$ cat src/rtl/pipe_stage_pkg.sv
// Shared types and sizing for the MEM->WB skid-buffered pipeline stage.
package pipe_stage_pkg;

  // Occupancy of the stage: no entry, main slot only, main plus skid.
  typedef enum logic [1:0] {
    EMPTY = 2'd0,
    BUSY  = 2'd1,
    FULL  = 2'd2
  } state_e;

  localparam int DEF_DATA_W = 32;
  localparam int DEF_CTRL_W = 8;
  localparam int DEF_CNT_W  = 16;

  // Payload packing is {fu, mem_result, pcplus, ctrl}, MSB first.
  function automatic int payload_w(input int data_w, input int ctrl_w);
    return 3 * data_w + ctrl_w;
  endfunction

endpackage

$ cat src/rtl/stage_slot_reg.sv
// One payload-wide holding register with load enable; used for the main
// and skid slots of pipe_stage_skid.
module stage_slot_reg #(
  parameter int W = 8
) (
  input  logic         clk,
  input  logic         reset,
  input  logic         en_i,
  input  logic [W-1:0] d_i,
  output logic [W-1:0] q_o
);

  logic [W-1:0] data_q;

  // Capture the payload on enable; cleared by async reset.
  always_ff @(posedge clk or negedge reset) begin
    if (!reset)    data_q <= '0;
    else if (en_i) data_q <= d_i;
  end

  assign q_o = data_q;

endmodule

$ cat src/rtl/pipe_stage_skid.sv
// MEM->WB pipeline stage with valid/ready handshake, sync flush and a
// 2-entry (main + skid) buffer so in_ready_o is a flop output.
// Optional feature: define PIPE_STAGE_PERF_EN to add the saturating
// stall counter (stall_cnt_o, width CNT_W).
module pipe_stage_skid
  import pipe_stage_pkg::*;
#(
  parameter int DATA_W = DEF_DATA_W,
  parameter int CTRL_W = DEF_CTRL_W
`ifdef PIPE_STAGE_PERF_EN
  ,
  parameter int CNT_W  = DEF_CNT_W
`endif
) (
  input  logic              clk,
  input  logic              reset,
  input  logic              flush_i,
  input  logic              in_valid_i,
  output logic              in_ready_o,
  input  logic [DATA_W-1:0] fu_i,
  input  logic [DATA_W-1:0] mem_result_i,
  input  logic [DATA_W-1:0] pcplus_i,
  input  logic [CTRL_W-1:0] ctrl_i,
  output logic              out_valid_o,
  input  logic              out_ready_i,
  output logic [DATA_W-1:0] fu_o,
  output logic [DATA_W-1:0] mem_result_o,
  output logic [DATA_W-1:0] pcplus_o,
  output logic [CTRL_W-1:0] ctrl_o
`ifdef PIPE_STAGE_PERF_EN
  ,
  output logic [CNT_W-1:0]  stall_cnt_o
`endif
);

  localparam int PW = payload_w(DATA_W, CTRL_W);

  state_e          state_q, state_d;
  logic            in_ready_q;
  logic            in_fire, out_fire, out_valid;
  logic            main_en, skid_en;
  logic [PW-1:0]   in_pl, main_d, main_q, skid_q;
  logic [CTRL_W-1:0] ctrl_raw;

  assign in_pl     = {fu_i, mem_result_i, pcplus_i, ctrl_i};
  assign out_valid = (state_q != EMPTY);
  assign in_fire   = in_valid_i & in_ready_q;
  assign out_fire  = out_valid & out_ready_i;

  // Next occupancy and slot loads; flush overrides everything and drops
  // any same-cycle input. Skid only fills when main is blocked downstream,
  // so the skid entry is always older than anything arriving later.
  always_comb begin
    state_d = state_q;
    main_en = 1'b0;
    skid_en = 1'b0;
    main_d  = in_pl;
    if (flush_i) begin
      state_d = EMPTY;
    end else begin
      case (state_q)
        EMPTY: if (in_fire) begin
          main_en = 1'b1;
          state_d = BUSY;
        end
        BUSY: begin
          if (in_fire && out_fire) begin
            main_en = 1'b1;
          end else if (in_fire) begin
            skid_en = 1'b1;
            state_d = FULL;
          end else if (out_fire) begin
            state_d = EMPTY;
          end
        end
        FULL: if (out_fire) begin
          main_en = 1'b1;
          main_d  = skid_q;
          state_d = BUSY;
        end
        default: state_d = EMPTY;
      endcase
    end
  end

  // State and registered ready: ready drops only when both slots will be held.
  always_ff @(posedge clk or negedge reset) begin
    if (!reset) begin
      state_q    <= EMPTY;
      in_ready_q <= 1'b1;
    end else begin
      state_q    <= state_d;
      in_ready_q <= (state_d != FULL);
    end
  end

  stage_slot_reg #(.W(PW)) u_main (
    .clk   (clk),
    .reset (reset),
    .en_i  (main_en),
    .d_i   (main_d),
    .q_o   (main_q)
  );

  stage_slot_reg #(.W(PW)) u_skid (
    .clk   (clk),
    .reset (reset),
    .en_i  (skid_en),
    .d_i   (in_pl),
    .q_o   (skid_q)
  );

  assign {fu_o, mem_result_o, pcplus_o, ctrl_raw} = main_q;
  // Bubbles must never carry live writeback control.
  assign ctrl_o      = out_valid ? ctrl_raw : '0;
  assign out_valid_o = out_valid;
  assign in_ready_o  = in_ready_q;

`ifdef PIPE_STAGE_PERF_EN
  logic [CNT_W-1:0] stall_cnt_q;

  // Count cycles a valid output is held back; saturate, reset-only clear.
  always_ff @(posedge clk or negedge reset) begin
    if (!reset)
      stall_cnt_q <= '0;
    else if (out_valid && !out_ready_i && (stall_cnt_q != {CNT_W{1'b1}}))
      stall_cnt_q <= stall_cnt_q + 1'b1;
  end

  assign stall_cnt_o = stall_cnt_q;
`endif

endmodule

$ cat config.mk
export PLATFORM = sky130hd
export DESIGN_NAME = pipe_stage_skid
export DESIGN_NICKNAME = d
export VERILOG_FILES = /design/src/rtl/pipe_stage_pkg.sv /design/src/rtl/stage_slot_reg.sv /design/src/rtl/pipe_stage_skid.sv
export SDC_FILE = /design/constraint.sdc
export NUM_CORES = 1
export LEC_CHECK = 0
export CORE_ASPECT_RATIO = 0.6
export CORE_MARGIN = 5
export CORE_UTILIZATION = 40
export DETAILED_ROUTE_END_ITERATION = 8
export GPL_ROUTABILITY_DRIVEN = 0
export PLACE_DENSITY = 0.69
export REMOVE_ABC_BUFFERS = 1
export SETUP_SLACK_MARGIN = 0.4
export SLEW_MARGIN = 0
export SYNTH_ARGS = -nofsm -noshare
export SYNTH_HDL_FRONTEND = slang
export SYNTH_HIERARCHICAL = 1
export SYNTH_SLANG_ARGS = --single-unit
$ cat constraint.sdc
create_clock -name clk -period 2.51 [get_ports clk]
set_clock_uncertainty 0.1 [all_clocks]
set_input_delay 0.502 -clock clk [delete_from_list [all_inputs] [get_ports clk]]
set_output_delay 0.502 -clock clk [all_outputs]
set_load 0.02 [all_outputs]
### Yosys cells after proc, flatten, opt, wreduce, memory -nomap -nowiden

Index checks and enable logic that the tools add are counted.

| word-level totals | value |
|---|---|
| bits in registers | 211 |
| bits in read-only memories | 0 |
| input port bits | 109 |
| latch bits | 0 |
| memory bits (writable) | 0 |
| output and inout port bits | 106 |
| memories kept | 0 |
| word-level logic and storage cells | 31 |

| cells by class | value |
|---|---|
| equal/unequal tests | 3 |
| reductions and logical operators | 3 |
| bitwise gates (word level) | 2 |
| shift-type cells | 0 |
| multiply operators | 0 |
| multiplexer cells | 19 |
| div/mod/pow operators | 0 |
| magnitude comparators | 0 |
| add/sub/neg operators | 0 |

Operators with widths:

| kind | count |
|---|---|
| 104-bit 2-to-1 mux | 3 |
| 2-bit 2-to-1 mux | 6 |
| 8-bit 2-to-1 mux | 1 |
| 1-bit 2-to-1 mux | 7 |
| 2-bit one-hot mux with 3 select lines | 1 |
| 1-bit one-hot mux with 3 select lines | 1 |
| 1-bit bitwise AND | 2 |
| 2-bit by 1-bit == test with 1-bit output (second input constant) | 1 |
| 2-bit == test (second input constant) | 1 |
| 2-bit logical NOT | 1 |
| 2-bit inequality test (second input constant) | 1 |
| 2-bit nonzero test | 1 |
| 1-bit logical AND | 1 |

### Depth between registers and ports, before layout

| depth | value |
|---|---|
| depth in word-level cells | 8 |
| depth in mapped cells | 7 |
| depth with buffers taken out | 4 |

### Cells and area by module

Netlist, hierarchy kept.

Modules (own cells, without submodules):

| module | cells an instance | instances | area an instance (um^2) | seq. area each (um^2) |
|---|---|---|---|---|
| stage_slot_reg | 220 | 2 | 4112.7 | 2602.5 |
| pipe_stage_skid | 145 | 1 | 1515.2 | 76.3 |

### Least setup slack after synthesis

No wires, ideal clock.

| path | value |
|---|---|
| path type | input port to flip-flop |
| from | input port flush_i |
| to | register u_main.data_q[100] (netlist: u_main/q_o[100]) |
| stages on the path | 6 |
| library setup time | 0.125 ns |
| path slack | 0.488 ns |
| arrival | 1.797 ns |
| buffers on the path | 3 |
| required time | 2.285 ns |
| path through | clkbuf_1 nor3b_2 buf_6 buf_6 mux2_1 mux2_4 |

| on the way | value |
|---|---|
| word-level cells in the longest chain between the ends | 1 |
| elaborated cells between the ends (all ways) | 2 |
| classes of those cells | mux: 2 |

RTL lines:

| item | RTL line | RTL |
|---|---|---|
| start, declared | pipe_stage_skid.sv:17 | `input logic flush_i,` |
| 104-bit 2-to-1 mux | pipe_stage_skid.sv:58 | `if (flush_i) begin` |
| via main_d[100] | pipe_stage_skid.sv:42 | `logic [PW-1:0] in_pl, main_d, main_q, skid_q;` |
| end signal, assigned | stage_slot_reg.sv:18 | `else if (en_i) data_q <= d_i;` |
| end, declared | stage_slot_reg.sv:13 | `logic [W-1:0] data_q;` |

The timed path passes the listed nets, and every way through them passes these cells.
A chain may end at the register's enable or synchronous reset.

### Worst setup path in the final report

| path | value |
|---|---|
| from | register state_q[1] |
| to | register u_skid.data_q[51] (netlist: u_skid/q_o[51]) |

| on the way | value |
|---|---|
| word-level cells in the longest chain between the ends | 6 |
| elaborated cells between the ends (all ways) | 7 |
| classes of those cells | eq/ne: 1; mux: 3; bitwise: 1; reduce/logical: 2 |

RTL lines:

| item | RTL line | RTL |
|---|---|---|
| start, declared | pipe_stage_skid.sv:38 | `state_e state_q, state_d;` |
| start signal, assigned | pipe_stage_skid.sv:92 | `state_q <= state_d;` |
| 2-bit nonzero test | pipe_stage_skid.sv:46 | `assign out_valid = (state_q != EMPTY);` |
| 1-bit bitwise AND | pipe_stage_skid.sv:48 | `assign out_fire = out_valid & out_ready_i;` |
| 1-bit logical AND | pipe_stage_skid.sv:67 | `if (in_fire && out_fire) begin` |
| 1-bit 2-to-1 mux | pipe_stage_skid.sv:67 |  |
| 1-bit 2-to-1 mux (*) | pipe_stage_skid.sv:61 | `case (state_q)` |
| 1-bit 2-to-1 mux (*) | pipe_stage_skid.sv:58 |  |
| via skid_en | pipe_stage_skid.sv:41 | `logic main_en, skid_en;` |
| end signal, assigned | stage_slot_reg.sv:18 |  |
| end, declared | stage_slot_reg.sv:13 |  |

The timed path passes the listed nets; every way through them passes the cells marked *.

==> metrics.cfg <==
[pwr]
pwr-share-comb_pct = 29.2
total_power_mw = 11.30
ir_worst_vdd_v = 0.0005984
power_switching_mw = 3.169
power.internal_mw = 8.126
pwr-share-clk_pct = 27.0
p_per_area_nw_per_um2 = 812.8
seq_power_share_pct = 43.9
swShare_pct = 28.06
power_leakage_nw = 6.392

[critical_path]
path_common_cell = buf_6
crit_fanout = 7
critPathKind = reg -> reg
crit_path_max_incr_delay_ps = 430
required_ps = 2780
cpLargestDelayFamily = simple AND/OR/NAND/NOR gates
critPathCaptureType = flip-flop
slowest_stage = dfrtp_2
critPathBufInv = 4
cp.arrival_ps = 2410
worstSetupStartpointType = flip-flop
path_cells = buf_6 > and3b_2 > nand2_4 > nor3_4 > buf_6 > buf_12 > clkbuf_16 > mux2_4

[synth]
synthCells = 585
synth.distinct_cells = 25
ys_seq_area_share_pct = 54.22
ys_ff_latch = 211
ys_warn_count = 6
syn-cell-area_um2 = 9741
syn_area_per_cell_um2 = 16.65

[placement]
io_buffers = 214
dpl-instance-area_um2 = 12510
place_inst = 1125
hpwl_um = 16550
pre_cts_slack_ps = -33.13

[sta]
drv_slew = 0
fmax_ghz = 0.4682
slew_headroom_pct = 72.38
rsz0062_at_grt = yes
finalSetupTns_ps = 0
finalHoldViolCount = 0
holdWs_ps = 402.5
final.period_utilization_pct = 85.09
tightest_slew_ps = 414.3
setup_viol = 0
worst_slack_ps = 374.3
final.min_clock_period_ps = 2136

[floorplanning]
start_util_pct = 40.49
rows = 44
core_area_um2 = 24060
ios = 215
die_area_um2 = 27670
die_x_um = 211.5
fp.dieH_um = 130.9

[detailed_routing]
num_vias = 5885
drt_iter0_markers = 216
firstDrtPassIters = 4
remaining_drc_errors = 0
wl_per_cell_um = 21.02
ant_nets = 0
routed_via_density = 4.945
routed_wl_um = 25010

[run]
drv_cap = 0

[finish]
stdcell_area_um2 = 13900
drive_above_1_share_pct = 43.55
area_delta_synth_final_pct = 42.67
fin_nets = 964
n_antenna_cell = 0
fin_cells = 1190
utilization_pct = 57.76

[global_routing]
grt_max_degree = 66
grt_overflow = 0
grt_pass1_vias = 6496
grt_usage_pct = 16.36
grt_first_pass_wirelength_um = 36370
grt_antenna_before_repair = 1

[run_status]
status = finished, final reports clean

[clock_network]
h-tree-depth = 1
cts_buffers = 21
insertion_delay_ps = 500
path_clk_slew_ps = 70
clock_path_buffers = 3
clockRootBuffer = clkbuf_16
cts.sinks = 211
cts_tree = yes

[hold_path]
hold_class = reg -> reg

registers in the layout (all words and copies together), names as in the netlist:
name and count:
u_main/q_o 104, state_q 2, u_skid/q_o 104, in_ready_o 1
Yosys cell counts:
| cell type | number | area (um2) |
|---|---|---|
| a211o_1 | 1 | 8.760 |
| a211oi_1 | 1 | 7.510 |
| a21oi_1 | 1 | 5.000 |
| and2_1 | 1 | 6.260 |
| and3b_1 | 1 | 8.760 |
| buf_2 | 12 | 60.06 |
| buf_6 | 21 | 236.5 |
| buf_8 | 2 | 30.03 |
| clkbuf_1 | 1 | 3.750 |
| dfrtp_1 | 210 | 5255 |
| dfstp_2 | 1 | 26.28 |
| inv_1 | 1 | 3.750 |
| mux2_1 | 60 | 675.7 |
| mux2_2 | 132 | 1486 |
| mux2_4 | 120 | 1802 |
| mux2i_1 | 1 | 10.01 |
| nand2_1 | 3 | 11.26 |
| nand2b_1 | 1 | 6.260 |
| nor2_1 | 1 | 3.750 |
| nor2b_1 | 9 | 56.30 |
| nor3_1 | 1 | 5.000 |
| nor3b_2 | 1 | 12.51 |
| o21bai_1 | 1 | 7.510 |
| o22ai_1 | 1 | 6.260 |
| or2_2 | 1 | 6.260 |
cell families after synthesis:
kind of cell           synth area share, %
buffers and inverters                3.430
muxes                                40.80
DFF                                  54.22
AOI/OAI and AO/OA                   0.3597
and+or+nand+nor                      1.195
path summary, 6_finish.rpt:
check / slack [ps] / to / cells past startpoint / start
hold / removal: 400 / u_main/q_o[4] / 1 / u_main/q_o[4]
max in group asynchronous: 1170 / in_ready_o / 3 / reset
hold reg to reg: 400 / u_main/q_o[4] / 1 / u_main/q_o[4]
min in group asynchronous: 430 / u_main/q_o[57] / 2 / reset
setup / recovery: 370 / u_skid/q_o[51] / 8 / state_q[1]
setup reg to reg: 370 / u_skid/q_o[51] / 8 / state_q[1]
power groups by stage:
stage / logic, mW / registers, mW / clock network (mW)
3_3_place_gp: 3.14 / 4.92 / 0
5_1_grt: 3.48 / 5.06 / 3.29
6_report: 3.29 / 4.95 / 3.05
3_5_place_dp: 3.22 / 4.99 / 0
2_1_floorplan: 1.55 / 5.25 / 0
4_1_cts: 3.14 / 4.94 / 3.14
cells in the final DEF, fill, tap and decap left out, drive strengths merged, types with 3 or more instances in the layout:
cell type / synthesis / layout
mux2: 312 / 312
dfrtp: 210 / 210
clkdlybuf4s50: 0 / 130
buf: 35 / 64
clkbuf: 1 / 43
dlygate4sd2: 0 / 38
dlymetal6s2s: 0 / 36
nor2b: 9 / 9
clkinv: 0 / 6
nand2: 3 / 3
per-layer routing:
layer / vias to the layer above / global-route usage [%] / part of all wire (%)
met2: 188 / 25.17 / 44
met1: 3035 / 23.49 / 47
li1: 2630 / - / -
met3: 30 / 4.557 / 7.3
met5: - / 0 / 0.048
met4: 2 / 3.217 / 1.6
cell type report:
class | count | area [um2]
flip-flops and latches | 211 | 5284
inverters | 1 | 3.754
well taps | 322 | 402.9
fillers | 1839 | 10160
repair buffers | 283 | 3217
clock inverters | 7 | 41.29
multi-input cells | 337 | 4323
clock buffers | 29 | 625.6
what timing repair did:
item                                    CTS  global route
endpoints found under the hold margin    42             0
endpoints found under the setup margin   67           226
resized for setup                        73           107
gates cloned                              0            14
pin swaps                                 1             4
buffers inserted                          2            12
hold buffers                              1             0
No activity file was read; power rests on OpenSTA's default activity.
